===== config.mk =====
export PLATFORM = sky130hd
export DESIGN_NAME = uart_tx_flat
export DESIGN_NICKNAME = d
export VERILOG_FILES = /design/src/rtl/uart_pkg.sv /design/src/rtl/uart_tx_if.sv /design/src/rtl/uart_baud_gen.sv /design/src/rtl/uart_tx.sv /design/src/flat_wrapper.sv
export SDC_FILE = /design/constraint.sdc
export NUM_CORES = 1
export LEC_CHECK = 0
export BUFFER_PORTS_ARGS = -buffer_cell sky130_fd_sc_hd__buf_2
export CAP_MARGIN = 20
export CORE_MARGIN = 1
export CORE_UTILIZATION = 55
export DETAILED_ROUTE_END_ITERATION = 12
export PLACE_DENSITY_LB_ADDON = 0.05
export SYNTH_ARGS = -nofsm -noshare
export SYNTH_HDL_FRONTEND = slang
export SYNTH_SLANG_ARGS = --single-unit

===== constraint.sdc =====
create_clock -name sysclk -period 3.02 [get_ports sysclk]
set_clock_uncertainty 0.1 [all_clocks]
set_input_delay 0 -clock sysclk [delete_from_list [all_inputs] [get_ports sysclk]]
set_output_delay 0 -clock sysclk [all_outputs]
set_load 0.02 [all_outputs]

===== src/rtl/uart_pkg.sv =====
// rtl/uart_pkg.sv - shared UART state encoding, frame constants and baud helper
package uart_pkg;

   typedef enum logic [2:0] {
      ST_IDLE   = 3'd0,
      ST_START  = 3'd1,
      ST_DATA   = 3'd2,
      ST_PARITY = 3'd3,
      ST_STOP   = 3'd4
   } uart_state_t;

   localparam int   DATA_BITS   = 8;
   localparam logic LINE_IDLE   = 1'b1;
   localparam logic START_LEVEL = 1'b0;
   localparam logic STOP_LEVEL  = 1'b1;

   // Rounded division keeps the bit period within half a clock of ideal
   function automatic int calc_clks_per_bit(input int clk_hz, input int baud);
      return (clk_hz + baud / 2) / baud;
   endfunction

   localparam int DEFAULT_CLKS_PER_BIT = calc_clks_per_bit(100_000_000, 115_200);

endpackage


===== src/rtl/uart_tx_if.sv =====
// rtl/uart_tx_if.sv - byte request / serial line bundle of the UART transmitter
interface uart_tx_if;
   logic [7:0] data;
   logic       send;
   logic       tx;
   logic       busy_flag;
   logic       complate_flag;
   logic       error_flag;

   modport master (
      output data, send,
      input  tx, busy_flag, complate_flag, error_flag
   );

   modport slave (
      input  data, send,
      output tx, busy_flag, complate_flag, error_flag
   );
endinterface


===== src/rtl/uart_baud_gen.sv =====
// rtl/uart_baud_gen.sv - bit-period counter producing a bit-end tick
module uart_baud_gen #(
   parameter int CLKS_PER_BIT = 868
) (
   input  logic clk,
   input  logic rst,
   input  logic clear,
   input  logic enable,
   output logic tick
);
   localparam int CW = $clog2(CLKS_PER_BIT);
   localparam logic [CW-1:0] LAST = CW'(CLKS_PER_BIT - 1);

   logic [CW-1:0] cnt;

   assign tick = enable && (cnt == LAST);

   // Count 0..CLKS_PER_BIT-1 while a frame runs; restart from zero on frame accept
   always_ff @(posedge clk or posedge rst) begin
      if (rst) begin
         cnt <= '0;
      end else if (clear) begin
         cnt <= '0;
      end else if (enable) begin
         if (cnt == LAST) cnt <= '0;
         else             cnt <= cnt + 1'b1;
      end
   end
endmodule


===== src/rtl/uart_tx.sv =====
// rtl/uart_tx.sv - 8-bit UART transmitter with optional even parity and 1/2 stop bits
module uart_tx
   import uart_pkg::*;
#(
   parameter int CLKS_PER_BIT = DEFAULT_CLKS_PER_BIT,
   parameter int PARITY_EN    = 0,
   parameter int STOP_BITS    = 1
) (
   input  logic     sysclk,
   input  logic     rst,
   uart_tx_if.slave bus
);
   localparam logic [2:0] LAST_BIT  = 3'(DATA_BITS - 1);
   localparam logic       LAST_STOP = 1'(STOP_BITS - 1);

   uart_state_t state, state_n;
   logic [7:0]  shreg, shreg_n;
   logic [2:0]  bit_idx, bit_idx_n;
   logic        stop_idx, stop_idx_n;
   logic        parity, parity_n;
   logic        tx_q, tx_n;
   logic        busy_q, busy_n;
   logic        cmp_q, cmp_n;
   logic        err_q, err_n;
   logic        baud_clear;
   logic        bit_end;

   uart_baud_gen #(.CLKS_PER_BIT(CLKS_PER_BIT)) u_baud (
      .clk    (sysclk),
      .rst    (rst),
      .clear  (baud_clear),
      .enable (state != ST_IDLE),
      .tick   (bit_end)
   );

   assign bus.tx            = tx_q;
   assign bus.busy_flag     = busy_q;
   assign bus.complate_flag = cmp_q;
   assign bus.error_flag    = err_q;

   // State and all outputs are registered so TX moves on the same edge as the state
   always_ff @(posedge sysclk or posedge rst) begin
      if (rst) begin
         state    <= ST_IDLE;
         shreg    <= '0;
         bit_idx  <= '0;
         stop_idx <= 1'b0;
         parity   <= 1'b0;
         tx_q     <= LINE_IDLE;
         busy_q   <= 1'b0;
         cmp_q    <= 1'b0;
         err_q    <= 1'b0;
      end else begin
         state    <= state_n;
         shreg    <= shreg_n;
         bit_idx  <= bit_idx_n;
         stop_idx <= stop_idx_n;
         parity   <= parity_n;
         tx_q     <= tx_n;
         busy_q   <= busy_n;
         cmp_q    <= cmp_n;
         err_q    <= err_n;
      end
   end

   // Next-state logic; each case computes the line level for the bit that starts next
   always_comb begin
      state_n    = state;
      shreg_n    = shreg;
      bit_idx_n  = bit_idx;
      stop_idx_n = stop_idx;
      parity_n   = parity;
      tx_n       = tx_q;
      busy_n     = busy_q;
      cmp_n      = 1'b0;
      err_n      = bus.send && busy_q;
      baud_clear = 1'b0;

      case (state)
         ST_IDLE: begin
            // busy_q is already low on the completion cycle, so a chained request lands here
            if (bus.send && !busy_q) begin
               shreg_n    = bus.data;
               parity_n   = ^bus.data;
               bit_idx_n  = '0;
               baud_clear = 1'b1;
               tx_n       = START_LEVEL;
               busy_n     = 1'b1;
               state_n    = ST_START;
            end
         end
         ST_START: begin
            if (bit_end) begin
               tx_n    = shreg[0];
               state_n = ST_DATA;
            end
         end
         ST_DATA: begin
            if (bit_end) begin
               if (bit_idx == LAST_BIT) begin
                  if (PARITY_EN != 0) begin
                     tx_n    = parity;
                     state_n = ST_PARITY;
                  end else begin
                     tx_n       = STOP_LEVEL;
                     stop_idx_n = 1'b0;
                     state_n    = ST_STOP;
                  end
               end else begin
                  // Registered TX needs the bit that becomes bit 0 after this shift
                  shreg_n   = shreg >> 1;
                  tx_n      = shreg[1];
                  bit_idx_n = bit_idx + 3'd1;
               end
            end
         end
         ST_PARITY: begin
            if (bit_end) begin
               tx_n       = STOP_LEVEL;
               stop_idx_n = 1'b0;
               state_n    = ST_STOP;
            end
         end
         ST_STOP: begin
            if (bit_end) begin
               if (stop_idx == LAST_STOP) begin
                  tx_n    = LINE_IDLE;
                  busy_n  = 1'b0;
                  cmp_n   = 1'b1;
                  state_n = ST_IDLE;
               end else begin
                  stop_idx_n = 1'b1;
               end
            end
         end
         default: begin
            tx_n    = LINE_IDLE;
            busy_n  = 1'b0;
            state_n = ST_IDLE;
         end
      endcase
   end
endmodule


===== src/flat_wrapper.sv =====
// flat-port wrapper written by rule: the top's interface ports become plain ports
module uart_tx_flat import uart_pkg::*;
#(
   parameter int CLKS_PER_BIT = DEFAULT_CLKS_PER_BIT,
   parameter int PARITY_EN    = 0,
   parameter int STOP_BITS    = 1
)
  (sysclk, rst, bus_data, bus_send, bus_tx, bus_busy_flag, bus_complate_flag, bus_error_flag);
  uart_tx_if bus_i ();
  input  logic sysclk;
  input  logic rst;
  input wire logic [$bits(bus_i.data)-1:0] bus_data;
  input wire logic [$bits(bus_i.send)-1:0] bus_send;
  output wire logic [$bits(bus_i.tx)-1:0] bus_tx;
  output wire logic [$bits(bus_i.busy_flag)-1:0] bus_busy_flag;
  output wire logic [$bits(bus_i.complate_flag)-1:0] bus_complate_flag;
  output wire logic [$bits(bus_i.error_flag)-1:0] bus_error_flag;
  assign bus_i.data = bus_data;
  assign bus_i.send = bus_send;
  assign bus_tx = bus_i.tx;
  assign bus_busy_flag = bus_i.busy_flag;
  assign bus_complate_flag = bus_i.complate_flag;
  assign bus_error_flag = bus_i.error_flag;
  uart_tx #(.CLKS_PER_BIT(CLKS_PER_BIT), .PARITY_EN(PARITY_EN), .STOP_BITS(STOP_BITS)) u_core (.sysclk(sysclk), .rst(rst), .bus(bus_i));
endmodule

==> metrics.log, run 1 <==
INFO  metric grt_setup_unrepaired = false
INFO  metric critical_path_arrival = approximately 2.3 ns
INFO  metric synth_cell_types = 39
INFO  metric effective_utilization_at_floorplan = between 50 and 60%
INFO  metric synth_edf_count = 0
INFO  metric route.antenna.remaining_nets = 0
INFO  metric first_iter_violations = 22
INFO  metric multi_input_gate_area_in_the_final_layout = 742 um^2
INFO  metric synthDominantAreaCellType = sky130_fd_sc_hd__dfrtp_1
INFO  metric endpoint_kind = flop
INFO  metric dpl.hpwl = ~1800 um
INFO  metric dpl.cell_count = approximately 180
INFO  metric grt_pass1_vias = roughly 1000
INFO  metric grt_util_all_layers = around 22%
INFO  metric switching_power = roughly 0.24 mW
INFO  metric fin_crit_sh = 71.1%
INFO  metric wirelength = between 2000 and 3000 um
INFO  metric finalHoldViolCount = 0
INFO  metric finalSetupViolations = 0
INFO  metric drcViolationCount = 0
INFO  metric slew-limit-headroom = roughly half
INFO  metric leakagePower = ~0.75 nW
INFO  metric cts.repair.resized = 0
INFO  metric length_of_the_first_detailed_routing_pass_in_iterations = 4
INFO  metric first_pass_grt_wire_length = between 4000 and 5000 um
INFO  metric grt_max_degree = 29
INFO  metric final_core_utilization = between 60 and 70%
INFO  metric post_synth.cell_area_avg = 11.0 um^2
INFO  metric worst_r2r_path_depth = 5
INFO  metric fin_nets = 178
INFO  metric clk_path_buf_depth = 2
INFO  metric crit_path_start_kind = flop
INFO  metric max_clock_freq = around 470 MHz
INFO  metric ys_ff_latch = 28
INFO  metric post_synth_instance_area = roughly 1500 um^2
INFO  metric setup_tns = 0 ns
INFO  metric chip_width = 54.9 um
INFO  metric tightestPinTransition = about 0.74 ns
INFO  metric yosysSeqAreaShare = between 40% and 50%
INFO  metric count_of_pins_on_the_block_boundary = 15
INFO  metric syn_nets = 154
INFO  metric antennaDiodeCount = 0
INFO  metric via_count = ~1100
INFO  metric crit_required = between 3 and 4 ns
INFO  metric synth-warning-count = 0
INFO  metric critical_path_peak_fanout = 11
INFO  metric grt_residual_overflow = 0
INFO  metric max_cap_viol_count = 0
INFO  metric cts.reportedPaths.clkPinSlew = approximately 0.15 ns
INFO  metric tritoncts = built
INFO  metric clk_root_buffer_cell = sky130_fd_sc_hd__clkbuf_4
INFO  metric final_layout_size_suffix_gt1_share = between 20% and 30%
INFO  metric power.density = 465 nW/um^2
INFO  metric core = 2570 um^2
INFO  metric ys_async_sr_fraction = 100%
INFO  metric tritoncts_num_sinks = 28
INFO  metric area.sequential = roughly 700 um^2
INFO  metric place_area = around 1600 um^2
INFO  metric register_to_register_setup_slack = between 0.8 and 0.9 ns
INFO  metric pwr-share-seq = just over 60%
INFO  metric filler_cells = about 210
INFO  metric power.share.switching = 30.3%
INFO  metric ir_drop = 0.368 mV
INFO  metric cts_buffers = 3
INFO  metric cts_htree_levels = 1
INFO  metric clock_latency = roughly 0.32 ns
INFO  metric initial_antenna_violation_count = 0
INFO  metric combinationalPowerShare = ~18%
INFO  metric clkPwrFrac = between 10% and 20%
INFO  metric result_of_the_run = finished, final reports clean
INFO  metric timing.rr.start = u_core.u_baud.cnt[0]$_DFFE_PP0P_
INFO  metric dieHeight = ~55 um
INFO  metric hold_path_class = input port to async pin
INFO  metric setup.worst_path.class = flop to flop
INFO  metric route.detailed.wl_per_inst = around 15 um
INFO  metric synth_top_cell_area_share = ~44%
INFO  metric io_buffers = 14
INFO  metric placementRows = 18
INFO  metric die_area = 3010 um^2
INFO  metric worst_r2r_endpoint = u_core.shreg[0]$_DFFE_PP0P_
INFO  metric syn_inst = 140
INFO  metric post_synth_main_area_contributors = sky130_fd_sc_hd__dfrtp_1, sky130_fd_sc_hd__mux2_4, sky130_fd_sc_hd__mux2_2, sky130_fd_sc_hd__a21oi_1, sky130_fd_sc_hd__clkbuf_8
INFO  metric final_area = 1720 um^2
INFO  metric gp_congestion = slightly above 0.8
INFO  metric post_detailed_route_via_to_cell_ratio = ~5.8
INFO  metric layout-area-overhead-vs-synth = 11.7%
INFO  metric report.final.slew_viol_count = 0
INFO  metric finalNonFillerCells = between 150 and 200
INFO  metric ys_dominant_reg_cell = sky130_fd_sc_hd__dfrtp_1
INFO  metric cell_internal_pwr = about 0.56 mW
INFO  metric period_minus_slack = between 2 and 2.5 ns
-- logic make-up after synthesis --
group	after synthesis	synth area share [%]
AOI/OAI and AO/OA	32	13.9
xor gates and xnor gates	1	0.569
adders and majority gates	3	2.44
buffers and inverters	13	6.18
DFF	28	45.6
muxes	18	14.7
and+or+nand+nor	45	16.6
-- state kept, by name, indices dropped and copies added (netlist names) --
signal                    count
u_core.u_baud.cnt            10
u_core.bit_idx                3
u_core.state                  3
u_core.bus.error_flag         1
u_core.bus.complate_flag      1
u_core.bus.busy_flag          1
u_core.bus.tx                 1
u_core.shreg                  8
-- stage by stage --
stage	setup WS, ns	hold WS (ns)	power, mW
floorplan	1.03	-0.0353	0.608
global placement	0.955	0.131	0.628
detailed placement	0.905	0.139	0.635
CTS	0.889	0.325	0.802
global route	0.720	0.245	0.842
finish	0.874	0.188	0.799
-- worst max-delay path, stage by stage (launching register included) --
cell and delay (ns):
sky130_fd_sc_hd__dfrtp_1 0.42, sky130_fd_sc_hd__ha_1 0.21, sky130_fd_sc_hd__and4bb_4 0.26, sky130_fd_sc_hd__and3_1 0.31, sky130_fd_sc_hd__o221a_4 0.38, sky130_fd_sc_hd__mux2_2 0.36
-- how the worst max path moves through the flow --
stage	from	to	slack, ns	cells past startpoint
after floorplan	u_core.u_baud.cnt[0]$_DFFE_PP0P_	u_core.bit_idx[0]$_DFFE_PP0P_	1.03	7
after global placement	u_core.u_baud.cnt[0]$_DFFE_PP0P_	u_core.shreg[0]$_DFFE_PP0P_	0.96	5
after detailed placement	u_core.u_baud.cnt[0]$_DFFE_PP0P_	u_core.shreg[0]$_DFFE_PP0P_	0.90	5
after CTS	u_core.u_baud.cnt[0]$_DFFE_PP0P_	u_core.shreg[0]$_DFFE_PP0P_	0.89	5
after global routing	u_core.u_baud.cnt[0]$_DFFE_PP0P_	u_core.u_baud.cnt[9]$_DFFE_PP0P_	0.72	5
final	u_core.u_baud.cnt[0]$_DFFE_PP0P_	u_core.shreg[0]$_DFFE_PP0P_	0.87	5
-- repair_timing --
item	CTS	global route
endpoints found under the hold margin	37	0
buffers inserted	0	0
hold buffers	10	0
-- cell usage after synthesis, types with 3 or more instances --
library cell,count
sky130_fd_sc_hd__a21oi_1,11
sky130_fd_sc_hd__mux2_4,7
sky130_fd_sc_hd__dfrtp_1,27
sky130_fd_sc_hd__nand2_1,9
sky130_fd_sc_hd__inv_1,7
sky130_fd_sc_hd__clkbuf_8,3
sky130_fd_sc_hd__nor3_1,3
sky130_fd_sc_hd__ha_1,3
sky130_fd_sc_hd__nor2_1,10
sky130_fd_sc_hd__a31oi_1,6
sky130_fd_sc_hd__mux2_2,9
sky130_fd_sc_hd__nand3_1,6
sky130_fd_sc_hd__o21ai_0,6
sky130_fd_sc_hd__nand4_1,3
-- cell usage in the layout (no fill, tap or decap), types with 7 or more instances in the layout --
cell                            count
sky130_fd_sc_hd__mux2_2             9
sky130_fd_sc_hd__dlygate4sd3_1     10
sky130_fd_sc_hd__a21oi_1           11
sky130_fd_sc_hd__mux2_4             7
sky130_fd_sc_hd__buf_2             14
sky130_fd_sc_hd__nand2_1            9
sky130_fd_sc_hd__inv_1              7
sky130_fd_sc_hd__nor2_1            10
sky130_fd_sc_hd__dfrtp_1           27
-- power by group through the flow --
stage	clock network, mW	registers, mW	logic (mW)
2_1_floorplan	0	0.477	0.131
3_3_place_gp	0	0.498	0.130
3_5_place_dp	0	0.501	0.134
4_1_cts	0.164	0.493	0.145
5_1_grt	0.172	0.504	0.166
6_report	0.158	0.494	0.147
-- per-layer routing --
layer  track usage (%)  share of wire [%]  wire length, um
met5                 0                  0                0
met4              8.33               0.67               19
met3              2.73                3.4               97
met2              34.3                 46             1310
met1              30.6                 49             1400
-- layout make-up --
cell class                      instances  share of cell area [%]
Inverter                                7                    1.53
Timing Repair Buffer                   25                    10.8
Sequential cell                        28                    40.8
Tap cell                               30                    2.18
Multi-Input combinational cell         99                    43.2
Clock buffer                            4                    1.53
(Power assumes the default switching activity.)
==> run 2: changes to the inputs <==
- clock period: 3.02 -> 2.06 ns (I/O delays scaled with it)
==> run 2 against run 1 <==
First-iteration DRC count rose by 4.5%; die area unchanged; core utilization rose by 1.9 points; sequential power rose by 44%; register-to-register slack worse by 0.80 ns; sequential share of layout area is 1.1 points lower; worst hold slack got worse by 0.038 ns; largest cell class unchanged; largest power group unchanged.
==> metrics.log, run 2 (synthesized netlist as in run 1, its figures left out) <==
INFO  metric register_to_register_setup_slack = 0.07 ns (-0.80 ns)
INFO  metric antennaDiodeCount = 0 (unchanged)
INFO  metric dpl.cell_count = 184 (+3.4%)
INFO  metric leakagePower = 0.785 nW (+4.3%)
INFO  metric setup_tns = 0 ns (unchanged)
INFO  metric timing.critical_path.slowest_cell_delay = 0.43 ns (about the same)
INFO  metric drcViolationCount = 0 (unchanged)
INFO  metric core = 2570 um^2 (unchanged)
INFO  metric mostFrequentLayoutCell = sky130_fd_sc_hd__dfrtp_1
INFO  metric cts.reportedPaths.clkPinSlew = 0.15 ns (about the same)
INFO  metric clk_root_buffer_cell = sky130_fd_sc_hd__clkbuf_4
INFO  metric grt_util_all_layers = 23.8% (+2.0 points)
INFO  metric timing.rr.start = u_core.u_baud.cnt[0]$_DFFE_PP0P_
INFO  metric fin_crit_sh = 96.4% (+25 points)
INFO  metric area.sequential = 702 um^2 (unchanged)
INFO  metric length_of_the_first_detailed_routing_pass_in_iterations = 4 (unchanged)
INFO  metric gp_congestion = 0.782 (-4.6%)
INFO  metric finalHoldViolCount = 0 (unchanged)
INFO  metric endpoint_kind = flop
INFO  metric layout-area-overhead-vs-synth = 14.9%
INFO  metric path_buf_inv = 0 (unchanged)
INFO  metric io_buffers = 14 (unchanged)
INFO  metric grt_max_degree = 29 (unchanged)
INFO  metric pwr-share-seq = 59.7% (-2.1 points)
INFO  metric initial_antenna_violation_count = 0 (unchanged)
INFO  metric registers.top_by_ff_count = u_core.u_baud.cnt
INFO  metric grt_residual_overflow = 0 (unchanged)
INFO  metric grt_setup_unrepaired = true
INFO  metric fin_nets = 185 (+3.9%)
INFO  metric switching_power = 0.362 mW (+49%)
INFO  metric ir_drop = 0.479 mV (+30%)
INFO  metric worst_r2r_path_depth = 5 (unchanged)
INFO  metric post_detailed_route_via_to_cell_ratio = 5.81 (-0.32%)
INFO  metric tritoncts = built
INFO  metric chip_width = 54.9 um (unchanged)
INFO  metric grt_pass1_vias = 1153 (+10%)
INFO  metric first_iter_violations = 23 (+4.5%)
INFO  metric sequence_of_cells_on_the_critical_path = ha_1, and4bb_4, and3_1, o221a_2, mux2_4
INFO  metric finalSetupViolations = 0 (unchanged)
INFO  metric clkPwrFrac = 19.7% (about the same)
INFO  metric critical_path_arrival = 2.11 ns (-0.16 ns)
INFO  metric power.density = 673 nW/um^2 (+45%)
INFO  metric combinationalPowerShare = 20.6% (+2.2 points)
INFO  metric slew-limit-headroom = 74.8% (+24 points)
INFO  metric crit_required = 2.18 ns (-0.96 ns)
INFO  metric cts_htree_levels = 1 (unchanged)
INFO  metric tightestPinTransition = 0.379 ns (-0.358 ns)
INFO  metric finalNonFillerCells = 200 (+3.6%)
INFO  metric placementRows = 18 (unchanged)
INFO  metric cts_buffers = 3 (unchanged)
INFO  metric hold_path_class = input port to async pin
INFO  metric route.antenna.remaining_nets = 0 (unchanged)
INFO  metric dieHeight = 54.9 um (unchanged)
INFO  metric biggest_regs = u_core.u_baud.cnt x10, u_core.shreg x8
INFO  metric largest_register_ff_count = 10 (unchanged)
INFO  metric wirelength = 3060 um (+8.1%)
INFO  metric report.final.slew_viol_count = 0 (unchanged)
INFO  metric setup.worst_path.class = flop to flop
INFO  metric clk_path_buf_depth = 2 (unchanged)
INFO  metric count_of_pins_on_the_block_boundary = 15 (unchanged)
INFO  metric first_pass_grt_wire_length = 5110 um (+10%)
INFO  metric power.share.switching = 30.4% (+0.10 points)
INFO  metric crit_path_start_kind = flop
INFO  metric crit_path_top_delay_cell = sky130_fd_sc_hd__dfrtp_1
INFO  metric effective_utilization_at_floorplan = 59.9% (unchanged)
INFO  metric clock_latency = 0.32 ns (about the same)
INFO  metric worst_r2r_endpoint = u_core.shreg[1]$_DFFE_PP0P_
INFO  metric cell_internal_pwr = 0.829 mW (+49%)
INFO  metric die_area = 3010 um^2 (unchanged)
INFO  metric max_cap_viol_count = 0 (unchanged)
INFO  metric dpl.hpwl = 2010 um (+9.3%)
INFO  metric critical_path_peak_fanout = 5 (-6)
INFO  metric final_layout_size_suffix_gt1_share = 29.4% (+3.0 points)
INFO  metric period_minus_slack = 1.99 ns (-0.161 ns)
INFO  metric result_of_the_run = finished, final reports clean
INFO  metric layout_common_cells = sky130_fd_sc_hd__dfrtp_1, sky130_fd_sc_hd__buf_2, sky130_fd_sc_hd__a21oi_1, sky130_fd_sc_hd__nor2_1, sky130_fd_sc_hd__dlygate4sd3_1
INFO  metric max_clock_freq = 504 MHz (+8.1%)
INFO  metric holdWs = 0.150 ns (-0.0381 ns)
INFO  metric via_count = 1161 (+3.3%)
INFO  metric fin_total_pwr = 1.19 mW (+49%)
INFO  metric worst_path_dominant_cell_family = simple AND/OR/NAND/NOR gates
INFO  metric route.detailed.wl_per_inst = 15.3 um (+4.3%)
INFO  metric filler_cells = 206 (-1.4%)
INFO  metric tritoncts_num_sinks = 28 (unchanged)
INFO  metric multi_input_gate_area_in_the_final_layout = 753 um^2 (+1.5%)
[run 2: cell count changes in the layout (fill, tap and decap cells not counted), sizes merged]
cell   previous run  this run
o221a             1         2
buf              15        21
[run 2: worst register-to-register path: stages (launching register included)]
cell                       delay [ns]
sky130_fd_sc_hd__dfrtp_1         0.43
sky130_fd_sc_hd__ha_1            0.22
sky130_fd_sc_hd__and4bb_4        0.26
sky130_fd_sc_hd__and3_1          0.24
sky130_fd_sc_hd__o221a_2         0.33
sky130_fd_sc_hd__mux2_4          0.32
[run 2: area by class of cell]
class / instances / share of cell area [%]
inverter: 7 / 1.49
sequential: 28 / 39.7
clock buffer: 4 / 1.49
multi-input combinational: 100 / 42.6
timing repair buffer: 31 / 12.6
tap: 30 / 2.12
[run 2: how the worst max path moves through the flow]
| stage | from | end | slack [ns] | cells after the start |
|---|---|---|---|---|
| after floorplan | u_core.u_baud.cnt[0]$_DFFE_PP0P_ | u_core.bit_idx[0]$_DFFE_PP0P_ | 0.07 | 7 |
| after global placement | u_core.u_baud.cnt[0]$_DFFE_PP0P_ | u_core.shreg[0]$_DFFE_PP0P_ | 0.14 | 5 |
| after detailed placement | u_core.u_baud.cnt[0]$_DFFE_PP0P_ | u_core.shreg[0]$_DFFE_PP0P_ | 0.08 | 5 |
| after CTS | u_core.u_baud.cnt[0]$_DFFE_PP0P_ | u_core.shreg[0]$_DFFE_PP0P_ | 0.04 | 5 |
| after global routing | u_core.u_baud.cnt[0]$_DFFE_PP0P_ | u_core.shreg[5]$_DFFE_PP0P_ | -0.02 | 5 |
| final | u_core.u_baud.cnt[0]$_DFFE_PP0P_ | u_core.shreg[1]$_DFFE_PP0P_ | 0.07 | 5 |
[run 2: power by group through the flow]
| stage | clock network, mW | logic, mW | registers, mW |
|---|---|---|---|
| 2_1_floorplan | 0 | 0.193 | 0.699 |
| 3_3_place_gp | 0 | 0.224 | 0.715 |
| 3_5_place_dp | 0 | 0.231 | 0.719 |
| 4_1_cts | 0.244 | 0.245 | 0.709 |
| 5_1_grt | 0.253 | 0.279 | 0.726 |
| 6_report | 0.235 | 0.245 | 0.711 |
[run 2: routing by layer]
| metal | global-route usage [%] | share of wire [%] | up-vias |
|---|---|---|---|
| met5 | 0 | 0 | - |
| li1 | - | - | 575 |
| met3 | 3.28 | 3.6 | 2 |
| met1 | 32.5 | 48 | 557 |
| met2 | 39.2 | 48 | 27 |
| met4 | 7.50 | 0.62 | 0 |
[run 2: through the flow]
step,util [%],cell area [um^2],worst slack (ns)
after floorplan,-,1540,0.0732
after global placement,63.2,1620,0.143
after detailed placement,63.2,1620,0.0804
after CTS,68.1,1750,0.0449
after global routing,68.9,1770,-0.0157
final,68.9,1770,0.0749
[run 2: what timing repair did]
| item | 4_1_cts | 5_1_grt |
|---|---|---|
| hold endpoints to repair | 38 | 0 |
| hold buffers | 10 | 0 |
| endpoints found under the setup margin | 0 | 8 |
| resized for setup | 0 | 0 |
| setup buffers | 0 | 1 |
==> run 3: changes to the inputs <==
- clock period: 2.06 -> 2 ns (I/O delays scaled with it)
==> run 3 against run 2 <==
Fmax up 2.5%; clock-buffer cell count is the same; cell count increased by 1.5%; first-iteration DRC count shrank 39%; non-clock buffer count up 3; sequential share of layout area fell by 0.50 points; critical endpoint is now u_core.shreg[2]$_DFFE_PP0P_; largest power group unchanged.
==> metrics.log, run 3 (synthesized netlist as in run 1, its figures left out) <==
INFO  metric max_cap_viol_count = 0 (unchanged)
INFO  metric worst_r2r_path_depth = 5 (unchanged)
INFO  metric clkPwrFrac = 19.1% (-0.6 points)
INFO  metric tritoncts = built
INFO  metric tightestPinTransition = 0.387 ns (+0.00857 ns)
INFO  metric fin_nets = 188 (+1.6%)
INFO  metric grt_residual_overflow = 0 (unchanged)
INFO  metric cts_buffers = 3 (unchanged)
INFO  metric endpoint_kind = flop
INFO  metric wirelength = 2880 um (-5.9%)
INFO  metric worst_r2r_endpoint = u_core.shreg[2]$_DFFE_PP0P_
INFO  metric dpl.hpwl = 1970 um (-2.0%)
INFO  metric finalNonFillerCells = 203 (+1.5%)
INFO  metric crit_path_end = u_core.shreg[2]$_DFFE_PP0P_
INFO  metric combinationalPowerShare = 22.7% (+2.1 points)
INFO  metric hold_path_class = input port to async pin
INFO  metric report.final.slew_viol_count = 0 (unchanged)
INFO  metric power.density = 692 nW/um^2 (+2.8%)
INFO  metric final_layout_size_suffix_gt1_share = 30.6% (+1.2 points)
INFO  metric setup.worst_path.class = flop to flop
INFO  metric io_buffers = 14 (unchanged)
INFO  metric leakagePower = 0.800 nW (+1.9%)
INFO  metric route.detailed.wl_per_inst = 14.2 um (-7.2%)
INFO  metric finalHoldViolCount = 0 (unchanged)
INFO  metric via_count = 1166 (+0.43%)
INFO  metric count_of_pins_on_the_block_boundary = 15 (unchanged)
INFO  metric final_area = 1790 um^2 (+1.3%)
INFO  metric grt_max_degree = 29 (unchanged)
INFO  metric chip_width = 54.9 um (unchanged)
INFO  metric switching_power = 0.371 mW (+2.6%)
INFO  metric first_iter_violations = 14 (-39%)
INFO  metric startpoint = u_core.u_baud.cnt[1]$_DFFE_PP0P_
INFO  metric crit_required = 2.12 ns (-0.06 ns)
INFO  metric max_clock_freq = 516 MHz (+2.5%)
INFO  metric cell_internal_pwr = 0.868 mW (+4.7%)
INFO  metric sequence_of_cells_on_the_critical_path = ha_1, and4bb_4, and3_1, o221a_2, mux2_4
INFO  metric tritoncts_num_sinks = 28 (unchanged)
INFO  metric largest_register_ff_count = 10 (unchanged)
INFO  metric initial_antenna_violation_count = 0 (unchanged)
INFO  metric antennaDiodeCount = 0 (unchanged)
INFO  metric pwr-share-seq = 58.2% (-1.5 points)
INFO  metric layout_common_cells = sky130_fd_sc_hd__dfrtp_1, sky130_fd_sc_hd__buf_2, sky130_fd_sc_hd__a21oi_1
INFO  metric period_minus_slack = 1.94 ns (-0.0485 ns)
INFO  metric place_area = 1650 um^2 (+1.4%)
INFO  metric clock_latency = 0.32 ns (about the same)
INFO  metric first_pass_grt_wire_length = 4690 um (-8.1%)
INFO  metric core = 2570 um^2 (unchanged)
INFO  metric grt_pass1_vias = 1086 (-5.8%)
INFO  metric finalSetupViolations = 0 (unchanged)
INFO  metric timing.rr.start = u_core.u_baud.cnt[1]$_DFFE_PP0P_
INFO  metric critical_path_arrival = 2.06 ns (-0.05 ns)
INFO  metric length_of_the_first_detailed_routing_pass_in_iterations = 4 (unchanged)
INFO  metric cts_htree_levels = 1 (unchanged)
INFO  metric critical_path_peak_fanout = 5 (unchanged)
INFO  metric route.antenna.remaining_nets = 0 (unchanged)
INFO  metric register_to_register_setup_slack = 0.06 ns (about the same)
INFO  metric fin_crit_sh = 96.8% (+0.47 points)
INFO  metric timing.critical_path.slowest_cell_delay = 0.41 ns (-0.02 ns)
INFO  metric fin_total_pwr = 1.24 mW (+4.1%)
INFO  metric mostFrequentLayoutCell = sky130_fd_sc_hd__dfrtp_1
INFO  metric grt_setup_unrepaired = true
INFO  metric clk_path_buf_depth = 2 (unchanged)
INFO  metric power.share.switching = 29.9% (-0.44 points)
INFO  metric placementRows = 18 (unchanged)
INFO  metric cts.reportedPaths.clkPinSlew = 0.14 ns (about the same)
INFO  metric effective_utilization_at_floorplan = 59.9% (unchanged)
INFO  metric dieHeight = 54.9 um (unchanged)
INFO  metric final_core_utilization = 69.7% (+0.88 points)
INFO  metric gp_congestion = 0.831 (+6.3%)
INFO  metric layout-area-overhead-vs-synth = 16.3%
INFO  metric die_area = 3010 um^2 (unchanged)
INFO  metric crit_path_start_kind = flop
INFO  metric crit_path_top_delay_cell = sky130_fd_sc_hd__dfrtp_1
INFO  metric clk_root_buffer_cell = sky130_fd_sc_hd__clkbuf_4
INFO  metric slew-limit-headroom = 74.2% (-0.57 points)
INFO  metric grt_util_all_layers = 22.2% (-1.7 points)
INFO  metric post_detailed_route_via_to_cell_ratio = 5.74 (-1.1%)
INFO  metric drcViolationCount = 0 (unchanged)
INFO  metric dpl.cell_count = 187 (+1.6%)
INFO  metric ir_drop = 0.500 mV (+4.4%)
INFO  metric registers.top_by_ff_count = u_core.u_baud.cnt
INFO  metric biggest_regs = u_core.u_baud.cnt x10, u_core.shreg x8
INFO  metric result_of_the_run = finished, final reports clean
-- run 3: cell types whose count changed in the layout (fill, tap and decap cells not counted) --
cell,delta
sky130_fd_sc_hd__buf_4,+3
-- run 3: power by group through the flow --
stage / Combinational, mW / Sequential, mW / Clock [mW]
2_1_floorplan: 0.199 / 0.720 / 0
3_3_place_gp: 0.259 / 0.726 / 0
3_5_place_dp: 0.265 / 0.730 / 0
4_1_cts: 0.281 / 0.719 / 0.243
5_1_grt: 0.317 / 0.731 / 0.265
6_report: 0.281 / 0.721 / 0.237
-- run 3: final cells by class --
type | instances | area, um^2
sequential | 28 | 702
fill | 205 | 777
clock buffer | 4 | 26.3
tap | 30 | 37.5
timing repair buffer | 34 | 245
inverter | 7 | 26.3
multi-input combinational | 100 | 753
-- run 3: worst min-delay path by stage --
| stage | slack (ns) | endpoint | cells past startpoint |
|---|---|---|---|
| after CTS | 0.17 | u_core.shreg[0]$_DFFE_PP0P_ | 4 |
| after global routing | 0.21 | u_core.shreg[5]$_DFFE_PP0P_ | 4 |
| after floorplan | -0.04 | u_core.bit_idx[0]$_DFFE_PP0P_ | 1 |
| final | 0.15 | u_core.shreg[4]$_DFFE_PP0P_ | 4 |
| after detailed placement | -0.02 | u_core.shreg[4]$_DFFE_PP0P_ | 3 |
| after global placement | -0.03 | u_core.shreg[5]$_DFFE_PP0P_ | 3 |
-- run 3: timing repair --
action,4_1_cts,5_1_grt
hold endpoints to repair,38,0
setup endpoints to repair,0,8
setup buffers,0,1
hold buffers,10,0
resized for setup,0,0
-- run 3: per-layer routing --
layer | vias to the layer above | share of wire [%] | track usage (%)
li1 | 580 | - | -
met1 | 554 | 48 | 29.4
met2 | 26 | 48 | 36.5
met3 | 6 | 2.7 | 2.73
met4 | 0 | 1.6 | 9.17
met5 | - | 0 | 0
-- run 3: stage by stage --
| stage | hold slack [ns] | worst slack (ns) | setup TNS [ns] |
|---|---|---|---|
| after CTS | 0.174 | 0.0201 | 0 |
| after global placement | -0.0268 | 0.0986 | 0 |
| after floorplan | -0.0353 | 0.0132 | 0 |
| after detailed placement | -0.0194 | 0.0328 | 0 |
| final | 0.150 | 0.0634 | 0 |
| after global routing | 0.214 | -0.0134 | -0.0355 |
-- run 3: worst max-delay path: cells and delay by family (launching register included) --
family                   cells  cell delay, ns
AND/OR/NAND/NOR              2            0.49
AO/OA/AOI/OAI                1            0.32
adder cells (fa/ha/maj)      1            0.21
multiplexers                 1            0.31
flip-flops                   1            0.41
